===== src/rtl/branch_redirect_unit.sv =====
// Branch-target adder and PC-redirect controller for EX: resolves taken jumps/branches,
// holds a valid/ready redirect towards IF, flags misaligned targets and counts accepted redirects.
module branch_redirect_unit #(
  parameter int RV32C = 1,
  parameter int CNT_W = 16
) (
  input  logic             clk_i,
  input  logic             rst_i,
  input  logic             valid_EX,
  input  logic             is_jump_EX,
  input  logic             is_jalr_EX,
  input  logic             is_branch_EX,
  input  logic             branch_decision_EX,
  input  logic [31:0]      bt_a_operand_i,
  input  logic [31:0]      bt_b_operand_i,
  input  logic             flush_i,
  input  logic             redirect_ready_i,
  output logic             redirect_valid_o,
  output logic [31:0]      redirect_pc_o,
  output logic             ex_stall_o,
  output logic             flush_id_o,
  output logic             exc_misaligned_o,
  output logic [31:0]      exc_tval_o,
  output logic [CNT_W-1:0] redirect_cnt_o
);

  typedef enum logic {IDLE, PEND} state_t;

  state_t           r_state, w_stateNext;
  logic [31:0]      w_sum, w_target;
  logic             w_taken, w_misaligned;
  logic             w_capture, w_raiseExc, w_accept;
  logic [31:0]      r_redirectPc, r_excTval;
  logic             r_excPulse;
  logic [CNT_W-1:0] r_cnt;

  assign w_sum        = bt_a_operand_i + bt_b_operand_i;
  assign w_target     = {w_sum[31:1], w_sum[0] & ~is_jalr_EX};
  assign w_taken      = valid_EX & (is_jump_EX | (is_branch_EX & branch_decision_EX));
  assign w_misaligned = w_taken & (((RV32C == 0) & w_target[1]) | w_target[0]);

  // While PEND, anything in EX is wrong-path and is ignored; flush_i beats ready.
  always_comb begin
    w_stateNext = r_state;
    w_capture   = 1'b0;
    w_raiseExc  = 1'b0;
    w_accept    = 1'b0;
    case (r_state)
      IDLE: begin
        if (!flush_i && w_taken) begin
          if (w_misaligned) begin
            w_raiseExc = 1'b1;
          end else begin
            w_capture   = 1'b1;
            w_stateNext = PEND;
          end
        end
      end
      PEND: begin
        if (flush_i) begin
          w_stateNext = IDLE;
        end else if (redirect_ready_i) begin
          w_accept    = 1'b1;
          w_stateNext = IDLE;
        end
      end
      default: w_stateNext = IDLE;
    endcase
  end

  always_ff @(posedge clk_i) begin
    if (rst_i) begin
      r_state      <= IDLE;
      r_redirectPc <= '0;
      r_excTval    <= '0;
      r_excPulse   <= 1'b0;
      r_cnt        <= '0;
    end else begin
      r_state    <= w_stateNext;
      r_excPulse <= w_raiseExc;
      if (w_capture) r_redirectPc <= w_target;
      if (w_raiseExc) r_excTval <= w_target;
      if (w_accept && (r_cnt != {CNT_W{1'b1}})) r_cnt <= r_cnt + 1'b1;
    end
  end

  assign redirect_valid_o = (r_state == PEND);
  assign ex_stall_o       = (r_state == PEND);
  assign redirect_pc_o    = r_redirectPc;
  assign flush_id_o       = w_accept & ~rst_i;
  assign exc_misaligned_o = r_excPulse;
  assign exc_tval_o       = r_excTval;
  assign redirect_cnt_o   = r_cnt;

endmodule

===== config.mk =====
export PLATFORM = sky130hd
export DESIGN_NAME = branch_redirect_unit
export DESIGN_NICKNAME = d
export VERILOG_FILES = /design/src/rtl/branch_redirect_unit.sv
export SDC_FILE = /design/constraint.sdc
export NUM_CORES = 1
export LEC_CHECK = 0
export BUFFER_PORTS_ARGS = -buffer_cell sky130_fd_sc_hd__buf_2
export CAP_MARGIN = 20
export CORE_MARGIN = 1.5
export CORE_UTILIZATION = 52
export DETAILED_ROUTE_END_ITERATION = 7
export PLACE_DENSITY = 0.8
export SYNTH_ARGS = -nofsm -noshare
export SYNTH_HDL_FRONTEND = slang
export SYNTH_SLANG_ARGS = --single-unit
export TNS_END_PERCENT = 30

===== constraint.sdc =====
create_clock -name clk_i -period 3.9 [get_ports clk_i]
set_input_delay 1.17 -clock clk_i [delete_from_list [all_inputs] [get_ports clk_i]]
set_output_delay 1.17 -clock clk_i [all_outputs]
set_load 0.03 [all_outputs]

==> metrics.txt, run 1 <==
R2R cell count 4; fmax 298.7 MHz; CTS Root Cell clkbuf_8; Fillers 832; Initial DRC Count 352; Clock Latency Late Sink 0.35 ns; Total Nets Final 880; share of layout cells above drive strength 1 26.44%; fin. max-slew vios 0; overall global routing resource usage 28.83%; ys flop type dfxtp_1; Post-DP HPWL 11,080 um; clock transition at the registers of the reported paths 0.09 ns; post-CTS repair timing setup buffer count 0; CTS resizes 0; CP Class primary input to flop; area of the multi-input gates 0.003151 mm^2; final wirelength 14,670 um; Routed WL per cell 16.16 um; dpl cells 892; number of global-route vias before repair 5,025; Area Overhead vs Synth 21.13%; # DRC 0; Slew headroom 50.20%; Area contributors post-synth dfxtp_1 33%, ha_1 8.0%, nand2_1 7.0%; worst reg2reg setup slack 1.58 ns; CTS Hold Bufs 0; Initial Util 54.10%; R2R Path End exc_tval_o[20]; Design Area, Final 0.006083 mm^2; Seq cells post-synth 82; storage element area 0.001642 mm^2; Finished Layout Cells 908; Buffers on Ports 156; Core Region 0.009284 mm^2; top-count cell post-synth nand2_1; largest net degree at the start of global routing 73; crit start category primary input; placed cell area 0.005869 mm^2; cts bufs inserted 9; row count 35; Total Neg Setup Slack 0 ns; hold crit path type flop to flop; minimum clock period 3.348 ns; FF-to-FF Start ex_stall_o; skew final 0.01727 ns; Peak VDD IR 0.1848 mV; vias per cell 5.896; Syn Inst Count 631; Boundary Pins 157; top cell type's share of synthesized area 32.69%; max-cap violations 0; width of the chip 101.3 um; end of the critical path redirect_pc_o[31]; mapped cell area 0.005022 mm^2; vias 5,354; warnings from Yosys 0; CP Max Fanout 8; initial antenna violation count 0; die area 0.01026 mm^2; ANT nets after route 0; crit path capture type flop; status finished, final reports clean; Placer Congestion 0.9313; CTS tree yes; Hold Fails Final Rpt 0; data arrival time of the critical path 3.53 ns; unrepaired setup endpoints after global routing false; area leader, netlist dfxtp_1; die height 101.3 um; Final setup viols 0; number of flops mapped to enable cells by yosys 0; part of the cycle the worst path needs 85.83%; Max Root-Sink Buffers 2; actual slew at the worst max-slew pin 0.7469 ns; syn_nets 737; Post-synth top cells 94 x nand2_1, 82 x dfxtp_1, 61 x a21oi_1, 51 x nor2_1, 39 x nand3_1; Avg Inst Size Synth 7.959 um^2; Post-synth ARST share 0%; Leak 2.786 nW; PwrDens 343.1 mW/mm^2; CP startpoint bt_a_operand_i[14]; Yosys cell types 64; first-pass GRT wire length 23,810 um; H-tree depth 3; CTS sink count 82; sequential fraction of the synthesis area 32.69%; Worst EP required 4.08 ns; antenna cells 0; drt first pass iters 5; grt total ovfl 0
## power by group
| part | switching, mW | internal (mW) | leakage, nW |
|---|---|---|---|
| Clock | 0.331 | 0.333 | 0.102 |
| Combinational | 0.351 | 0.193 | 2.02 |
| Sequential | 0.0156 | 0.863 | 0.663 |
| Total | 0.697 | 1.39 | 2.79 |
## worst min-delay path by stage
stage               cells past startpoint                end              start
global placement                        2  redirect_pc_o[14]  redirect_pc_o[14]
detailed placement                      2      exc_tval_o[4]      exc_tval_o[4]
floorplan                               2     exc_tval_o[18]     exc_tval_o[18]
CTS                                     2      exc_tval_o[4]      exc_tval_o[4]
global route                            2   redirect_pc_o[3]   redirect_pc_o[3]
finish                                  2      exc_tval_o[4]      exc_tval_o[4]
## final cells by class
class,count,area share [%]
Clock buffer,11,2.489
Clock inverter,5,1.028
Inverter,8,0.4936
Multi-Input combinational cell,503,51.79
Sequential cell,82,26.98
Tap cell,129,2.653
Timing Repair Buffer,170,14.56
## through the flow
stage	worst slack (ns)	total power, mW	utilization [%]	hold slack [ns]
after floorplan	0.5227	1.277	-	0.5800
after global placement	0.2719	1.415	63.22	0.4435
after detailed placement	0.2561	1.429	63.22	0.4432
after CTS	0.6185	2.083	65.53	0.4560
after global routing	0.4339	2.180	65.53	0.4806
final	0.5525	2.087	65.53	0.4559
## layer usage
metal	vias up	track usage (%)	share of wire [%]
met3	31	3.796	8.2
met1	2476	39.93	44
met5	-	0	0
met4	0	8.868	1.7
li1	2582	-	-
met2	265	46.82	46
## flip-flops by register name (all words and copies together) (netlist names)
signal            flops
exc_tval_o           32
redirect_pc_o        32
redirect_cnt_o       16
ex_stall_o            1
exc_misaligned_o      1
## cell usage in the layout (no fill, tap or decap), types with 20 or more instances in the layout
cell,count
nand2_1,94
nor2_1,50
o21ai_0,24
xor2_1,24
dfxtp_1,82
nand3_1,39
ha_1,32
nand4_1,20
buf_2,156
a21oi_1,61
## worst max-delay path: stages
cell and delay [ns]:
buf_2 0.10, ha_1 0.40, a21oi_1 0.18, o21ai_1 0.12, a221o_1 0.43, a22o_1 0.22
nor3_1 0.39, mux2i_1 0.40, a221oi_1 0.12
## cells by family (layout without fill, tap and decap cells)
family / after synthesis / in the layout / synth area share, %
AO/OA/AOI/OAI: 164 / 164 / 21.48
XOR/XNOR: 33 / 33 / 5.755
adder cells (fa/ha/maj): 33 / 33 / 8.371
buffers and inverters: 46 / 194 / 4.634
flip-flops: 82 / 82 / 32.69
multiplexers: 7 / 7 / 1.395
AND/OR/NAND/NOR: 266 / 266 / 25.69
Power figures use the tool's default switching activity.
==> inputs of run 2 (changes only) <==
--- a/config.mk
+++ b/config.mk
@@ -11,6 +11,7 @@
 export CORE_UTILIZATION = 52
 export DETAILED_ROUTE_END_ITERATION = 7
 export PLACE_DENSITY = 0.8
+export RECOVER_POWER = 50
 export SYNTH_ARGS = -nofsm -noshare
 export SYNTH_HDL_FRONTEND = slang
 export SYNTH_SLANG_ARGS = --single-unit
==> run 2 against run 1 <==
Compared with the run above:
- die area unchanged
- largest power group unchanged
- largest cell class unchanged
- final area decreased by 1.8%
- combinational power decreased by 1%
- wire length increased by 1.1%
- clock power about the same
- setup slack got worse by 0.027 ns
==> metrics.txt, run 2 (synthesis results as in run 1) <==
R2R cell count 5 (+1); part of the cycle the worst path needs 86.52% (+0.69 points); hold crit path type flop to flop; H-tree depth 3 (unchanged); dpl cells 892 (unchanged); status finished, final reports clean; actual slew at the worst max-slew pin 1.474 ns (+0.7268 ns); critical-path cell with the highest stage delay ha_1; Routed WL per cell 16.33 um (+1.1%); Slew headroom 1.747% (-48 points); CP Class primary input to flop; # DRC 0 (unchanged); Psw 0.6984 mW (+0.20%); Worst EP required 4.04 ns (-0.04 ns); internal power 1.382 mW (-0.58%); max-cap violations 0 (unchanged); Total Neg Setup Slack 0 ns (unchanged); Critical path buffers and inverters 1 (unchanged); Post-DP HPWL 11,080 um (unchanged); row count 35 (unchanged); die area 0.01026 mm^2 (unchanged); initial antenna violation count 0 (unchanged); vias per cell 5.923 (+0.45%); crit start category primary input; Hold Fails Final Rpt 0 (unchanged); ANT nets after route 0 (unchanged); unrepaired setup endpoints after global routing false; CP delay by family, top compound AO/OA/AOI/OAI gates; Core Region 0.009284 mm^2 (unchanged); Total Nets Final 880 (unchanged); Initial DRC Count 368 (+4.5%); Buffers on Ports 156 (unchanged); largest net degree at the start of global routing 73 (unchanged); Peak VDD IR 0.1841 mV (-0.37%); CP Max Fanout 8 (unchanged); Leak 2.433 nW (-13%); hold path endpoint redirect_pc_o[3]; worst reg2reg setup slack 1.57 ns (about the same); Placer Congestion 0.9313 (unchanged); placed cell area 0.005869 mm^2 (unchanged); crit path capture type flop; Largest stage delay, worst path 0.39 ns (-0.04 ns); cts bufs inserted 9 (unchanged); data arrival time of the critical path 3.52 ns (about the same); Final setup viols 0 (unchanged); Area Overhead vs Synth 18.98%; CP cell instances buf_2, ha_1, a21oi_1, nand2_1, a221o_1, a22o_1, nor3_1, mux2i_1, a221oi_1; fmax 296.3 MHz (-0.80%); die height 101.3 um (unchanged); first-pass GRT wire length 23,810 um (unchanged); Comb power frac 25.8% (-0.3 points); CTS Hold Bufs 0 (unchanged); Max Root-Sink Buffers 2 (unchanged); PwrDens 348.2 mW/mm^2 (+1.5%); R2R Path End exc_tval_o[2]; CTS Root Cell clkbuf_8; fin. max-slew vios 0 (unchanged); Boundary Pins 157 (unchanged); WHS Path Cells 2 (unchanged); commonest non-fill, non-tap cell in the layout nand2_1; antenna cells 0 (unchanged); drt first pass iters 5 (unchanged); clock share of power 31.9% (about the same); number of global-route vias before repair 5,025 (unchanged); grt total ovfl 0 (unchanged); post-CTS repair timing setup buffer count 0 (unchanged); Hold WS 0.4597 ns (+0.003777 ns); CTS sink count 82 (unchanged); Finished Layout Cells 908 (unchanged); CP startpoint bt_a_operand_i[19]; crit path setup slack, layout 0.5255 ns (-0.02695 ns); Clock Latency Late Sink 0.35 ns (about the same); clock transition at the registers of the reported paths 0.09 ns (about the same); final wirelength 14,830 um (+1.1%); CTS resizes 0 (unchanged); commonest non-fill, non-tap cells in the layout 94 x nand2_1, 82 x dfxtp_1, 82 x clkbuf_1; width of the chip 101.3 um (unchanged); Net Sw Frac 33.57% (+0.17 points); skew final 0.01858 ns (+0.001313 ns); sequential power share 42.3% (+0.2 points); Initial Util 54.10% (unchanged); Design Area, Final 0.005976 mm^2 (-1.8%); Setup Slack @ Placement 0.2561 ns (unchanged); overall global routing resource usage 28.83% (unchanged); FF-to-FF Start ex_stall_o; CTS tree yes; share of layout cells above drive strength 1 15.92% (-11 points); minimum clock period 3.374 ns (+0.02695 ns); hold path start redirect_pc_o[3]; vias 5,378 (+0.45%)
[run 2: cell count changes in the layout (fill, tap and decap cells not counted), sizes merged]
cell	change
clkbuf	+83
buf	-83
[run 2: layout make-up]
class                           count  area, um^2
Clock inverter                      5       62.56
Sequential cell                    82        1642
Fill cell                         870        3308
Clock buffer                       11       151.4
Multi-Input combinational cell    503        3151
Inverter                            8       30.03
Timing Repair Buffer              170       778.2
Tap cell                          129       161.4
[run 2: how the worst max path moves through the flow]
stage / end / slack (ns) / cells after the start
detailed placement: exc_tval_o[26] / 0.26 / 10
floorplan: flush_id_o / 0.52 / 4
global route: redirect_pc_o[31] / 0.41 / 9
CTS: redirect_pc_o[31] / 0.62 / 9
global placement: exc_tval_o[26] / 0.27 / 10
finish: redirect_pc_o[31] / 0.53 / 9
[run 2: tightest hold or removal path, delay by kind of cell (launching register included)]
family / cells / cell delay, ns
compound gates: 1 / 0.05
flops: 1 / 0.32
simple gates: 1 / 0.05
[run 2: layer usage]
| layer | share of wire (%) | track usage [%] |
|---|---|---|
| met2 | 45 | 46.82 |
| met3 | 8.1 | 3.796 |
| met4 | 1.6 | 8.868 |
| met1 | 45 | 39.93 |
| met5 | 0 | 0 |
[run 2: through the flow]
step / power (mW) / utilization [%]
floorplan: 1.277 / -
global placement: 1.415 / 63.22
CTS: 2.083 / 65.53
detailed placement: 1.429 / 63.22
global route: 2.173 / 64.37
finish: 2.081 / 64.37
[run 2: power by group through the flow]
| stage | Clock, mW | Sequential (mW) | Combinational (mW) |
|---|---|---|---|
| after floorplan | 0 | 0.948 | 0.329 |
| after global placement | 0 | 0.897 | 0.519 |
| after detailed placement | 0 | 0.898 | 0.531 |
| after CTS | 0.670 | 0.878 | 0.535 |
| after global routing | 0.704 | 0.882 | 0.587 |
| final | 0.664 | 0.880 | 0.537 |
==> inputs of run 3 (changes only) <==
--- a/config.mk
+++ b/config.mk
@@ -5,12 +5,13 @@
 export SDC_FILE = /design/constraint.sdc
 export NUM_CORES = 1
 export LEC_CHECK = 0
+export ABC_AREA = 1
 export BUFFER_PORTS_ARGS = -buffer_cell sky130_fd_sc_hd__buf_2
 export CAP_MARGIN = 20
 export CORE_MARGIN = 1.5
-export CORE_UTILIZATION = 52
+export CORE_UTILIZATION = 54
 export DETAILED_ROUTE_END_ITERATION = 7
-export PLACE_DENSITY = 0.8
+export PLACE_DENSITY = 0.9
 export RECOVER_POWER = 50
 export SYNTH_ARGS = -nofsm -noshare
 export SYNTH_HDL_FRONTEND = slang
==> constraint.sdc (replaced) <==
create_clock -name clk_i -period 3.9 [get_ports clk_i]
set_input_delay 1.17 -clock clk_i [delete_from_list [all_inputs] [get_ports clk_i]]
set_output_delay 1.17 -clock clk_i [all_outputs]
set_load 0.02 [all_outputs]
==> run 3 against run 2 <==
Compared with the run above:
- clock power shrank 1%
- non-clock buffer count shrank 7
- core utilization grew 0.99 points
- clock skew shrank 0.0015 ns
- flip-flop and latch count is the same
- wire length grew 7.4%
- synthesized cell count grew 52%
- register-to-register slack gained 0.24 ns
- hold slack lost 0.012 ns
- combinational power grew 9.5%
- critical path type is now primary input to primary output
- largest power group unchanged
==> metrics.txt, run 3 <==
status finished, final reports clean; Yosys cell types 35 (-45%); largest net degree at the start of global routing 48 (-34%); Post-synth ARST share 0% (unchanged); fmax 319.3 MHz (+7.7%); most used cell, CP buf_2; Routed WL per cell 12.75 um (-22%); Worst EP required 2.73 ns (-1.31 ns); skew final 0.01712 ns (-0.001460 ns); row count 37 (+5.7%); width of the chip 107.0 um (+5.6%); cts bufs inserted 9 (unchanged); antenna cells 0 (unchanged); Max Root-Sink Buffers 2 (unchanged); R2R cell count 8 (+3); part of the cycle the worst path needs 80.30% (-6.2 points); CP Max Fanout 3 (-5); CTS resizes 0 (unchanged); Leak 3.791 nW (+56%); Area Overhead vs Synth 16.66%; die area 0.01144 mm^2 (+12%); fin. max-slew vios 0 (unchanged); final wirelength 15,930 um (+7.4%); actual slew at the worst max-slew pin 0.5784 ns (-0.8954 ns); CP cell instances buf_2, nor3_1, inv_1, nor2_1, buf_2; FF-to-FF Start ex_stall_o; Hold WS 0.4477 ns (-0.01205 ns); mapped cell area 0.005836 mm^2 (+16%); syn_nets 1,064 (+44%); unrepaired setup endpoints after global routing false; post-CTS repair timing setup buffer count 0 (unchanged); Total Nets Final 1,215 (+38%); R2R Path End exc_tval_o[17]; CTS sink count 82 (unchanged); Seq cells post-synth 82 (unchanged); CP Class primary input to primary output; Placer Congestion 0.9421 (+1.2%); overall global routing resource usage 28.45% (-0.37 points); share of layout cells above drive strength 1 11.67% (-4.2 points); Post-DP HPWL 12,710 um (+15%); hold crit path type flop to flop; grt total ovfl 0 (unchanged); vias 6,222 (+16%); Clock Latency Late Sink 0.37 ns (+0.02 ns); Initial Util 56.02% (+1.9 points); crit path capture type primary output; ys flop type dfxtp_1; max-cap violations 0 (unchanged); die height 107.0 um (+5.6%); drt first pass iters 5 (unchanged); PwrDens 312.6 mW/mm^2 (-10%); # DRC 0 (unchanged); initial antenna violation count 0 (unchanged); Initial DRC Count 352 (-4.3%); Core Region 0.01042 mm^2 (+12%); CTS Hold Bufs 0 (unchanged); Boundary Pins 157 (unchanged); ANT nets after route 0 (unchanged); CTS tree yes; number of flops mapped to enable cells by yosys 0 (unchanged); Hold Fails Final Rpt 0 (unchanged); Area contributors post-synth dfxtp_1 28%, nand2_1 18%, inv_1 12%; Largest stage delay, worst path 0.31 ns (-0.08 ns); area leader, netlist dfxtp_1; data arrival time of the critical path 1.96 ns (-1.56 ns); CP startpoint flush_i; vias per cell 4.978 (-16%); Final setup viols 0 (unchanged); H-tree depth 3 (unchanged); top cell type's share of synthesized area 28.13% (-4.6 points); Peak VDD IR 0.1665 mV (-9.6%); Syn Inst Count 958 (+52%); number of global-route vias before repair 5,715 (+14%); crit start category primary input; sequential fraction of the synthesis area 28.13% (-4.6 points); top-count cell post-synth nand2_1; Total Neg Setup Slack 0 ns (unchanged); Post-synth top cells 278 x nand2_1, 183 x inv_1, 111 x nor2_1, 82 x dfxtp_1, 71 x nand3_1; commonest non-fill, non-tap cells in the layout 278 x nand2_1, 184 x inv_1, 111 x nor2_1; Crit. path cell count 5 (-4); warnings from Yosys 0 (unchanged); CP delay by family, top simple AND/OR/NAND/NOR gates; CTS Root Cell clkbuf_8; Avg Inst Size Synth 6.091 um^2 (-23%); Power Total 2.128 mW (+2.3%); critical-path cell with the highest stage delay nor3_1; end of the critical path flush_id_o; Slew headroom 61.38% (+60 points); Critical path buffers and inverters 3 (+2); first-pass GRT wire length 26,020 um (+9.3%); worst reg2reg setup slack 1.81 ns (+0.24 ns); commonest non-fill, non-tap cell in the layout nand2_1; minimum clock period 3.132 ns (-0.2426 ns); Buffers on Ports 156 (unchanged); clock transition at the registers of the reported paths 0.11 ns (+0.02 ns)
==> run 3: cell types whose count changed after synthesis, moves of 16 or more <==
| cell | delta |
|---|---|
| clkbuf_1 | -16 |
| nor2_1 | +60 |
| nand3_1 | +32 |
| a21oi_1 | -19 |
| o21a_1 | +19 |
| nand2_1 | +184 |
| inv_1 | +175 |
==> run 3: area by class of cell <==
type,count,area (um^2)
fillers,1044,3608
multi-input cells,665,3348
flip-flops and latches,82,1642
repair buffers,163,735.7
inverters,188,705.7
well taps,136,170.2
clock buffers,9,123.9
clock inverters,7,82.58
==> run 3: cells by family after synthesis <==
family	synth area share, %
adders and majority gates	7.204
and+or+nand+nor	35.48
xor gates and xnor gates	3.302
buffers and inverters	14.43
DFF	28.13
AOI/OAI and AO/OA	11.45
==> run 3: through the flow <==
step	utilization (%)	setup WS, ns	std cells	area [um^2]
2_1_floorplan	-	0.8429	958	5836
3_3_place_gp	64.36	0.9095	1234	6704
3_5_place_dp	64.36	0.8718	1234	6704
4_1_cts	66.34	0.8672	1250	6910
5_1_grt	65.36	0.6820	1250	6808
6_report	65.36	0.7681	1250	6808
==> run 3: routing by layer <==
layer  vias to the layer above  part of all wire (%)  track usage, %
li1                       3251                     -               -
met1                      2718                    44           36.24
met2                       223                    46           48.76
met3                        30                   7.0           4.681
met4                         0                   2.4           9.429
met5                         -                     0               0
==> run 3: worst min path at each step <==
stage | startpoint | endpoint | slack (ns) | depth (start not counted)
2_1_floorplan | redirect_pc_o[0] | redirect_pc_o[0] | 0.52 | 2
3_3_place_gp | redirect_pc_o[0] | redirect_pc_o[0] | 0.43 | 2
3_5_place_dp | redirect_pc_o[0] | redirect_pc_o[0] | 0.43 | 2
4_1_cts | redirect_pc_o[0] | redirect_pc_o[0] | 0.45 | 2
5_1_grt | exc_tval_o[0] | exc_tval_o[0] | 0.48 | 1
6_report | redirect_pc_o[0] | redirect_pc_o[0] | 0.45 | 2
==> run 3: worst min-delay path: cells and delay by family, from the launching register on <==
kind | cells | cell delay, ns
DFF | 1 | 0.32
and+or+nand+nor | 2 | 0.10
==> run 3: report_power, final <==
part | leakage [nW] | switching (mW) | internal, mW
Combinational | 3.03 | 0.393 | 0.195
Sequential | 0.666 | 0.0172 | 0.867
Clock | 0.0984 | 0.350 | 0.306
Total | 3.79 | 0.760 | 1.37
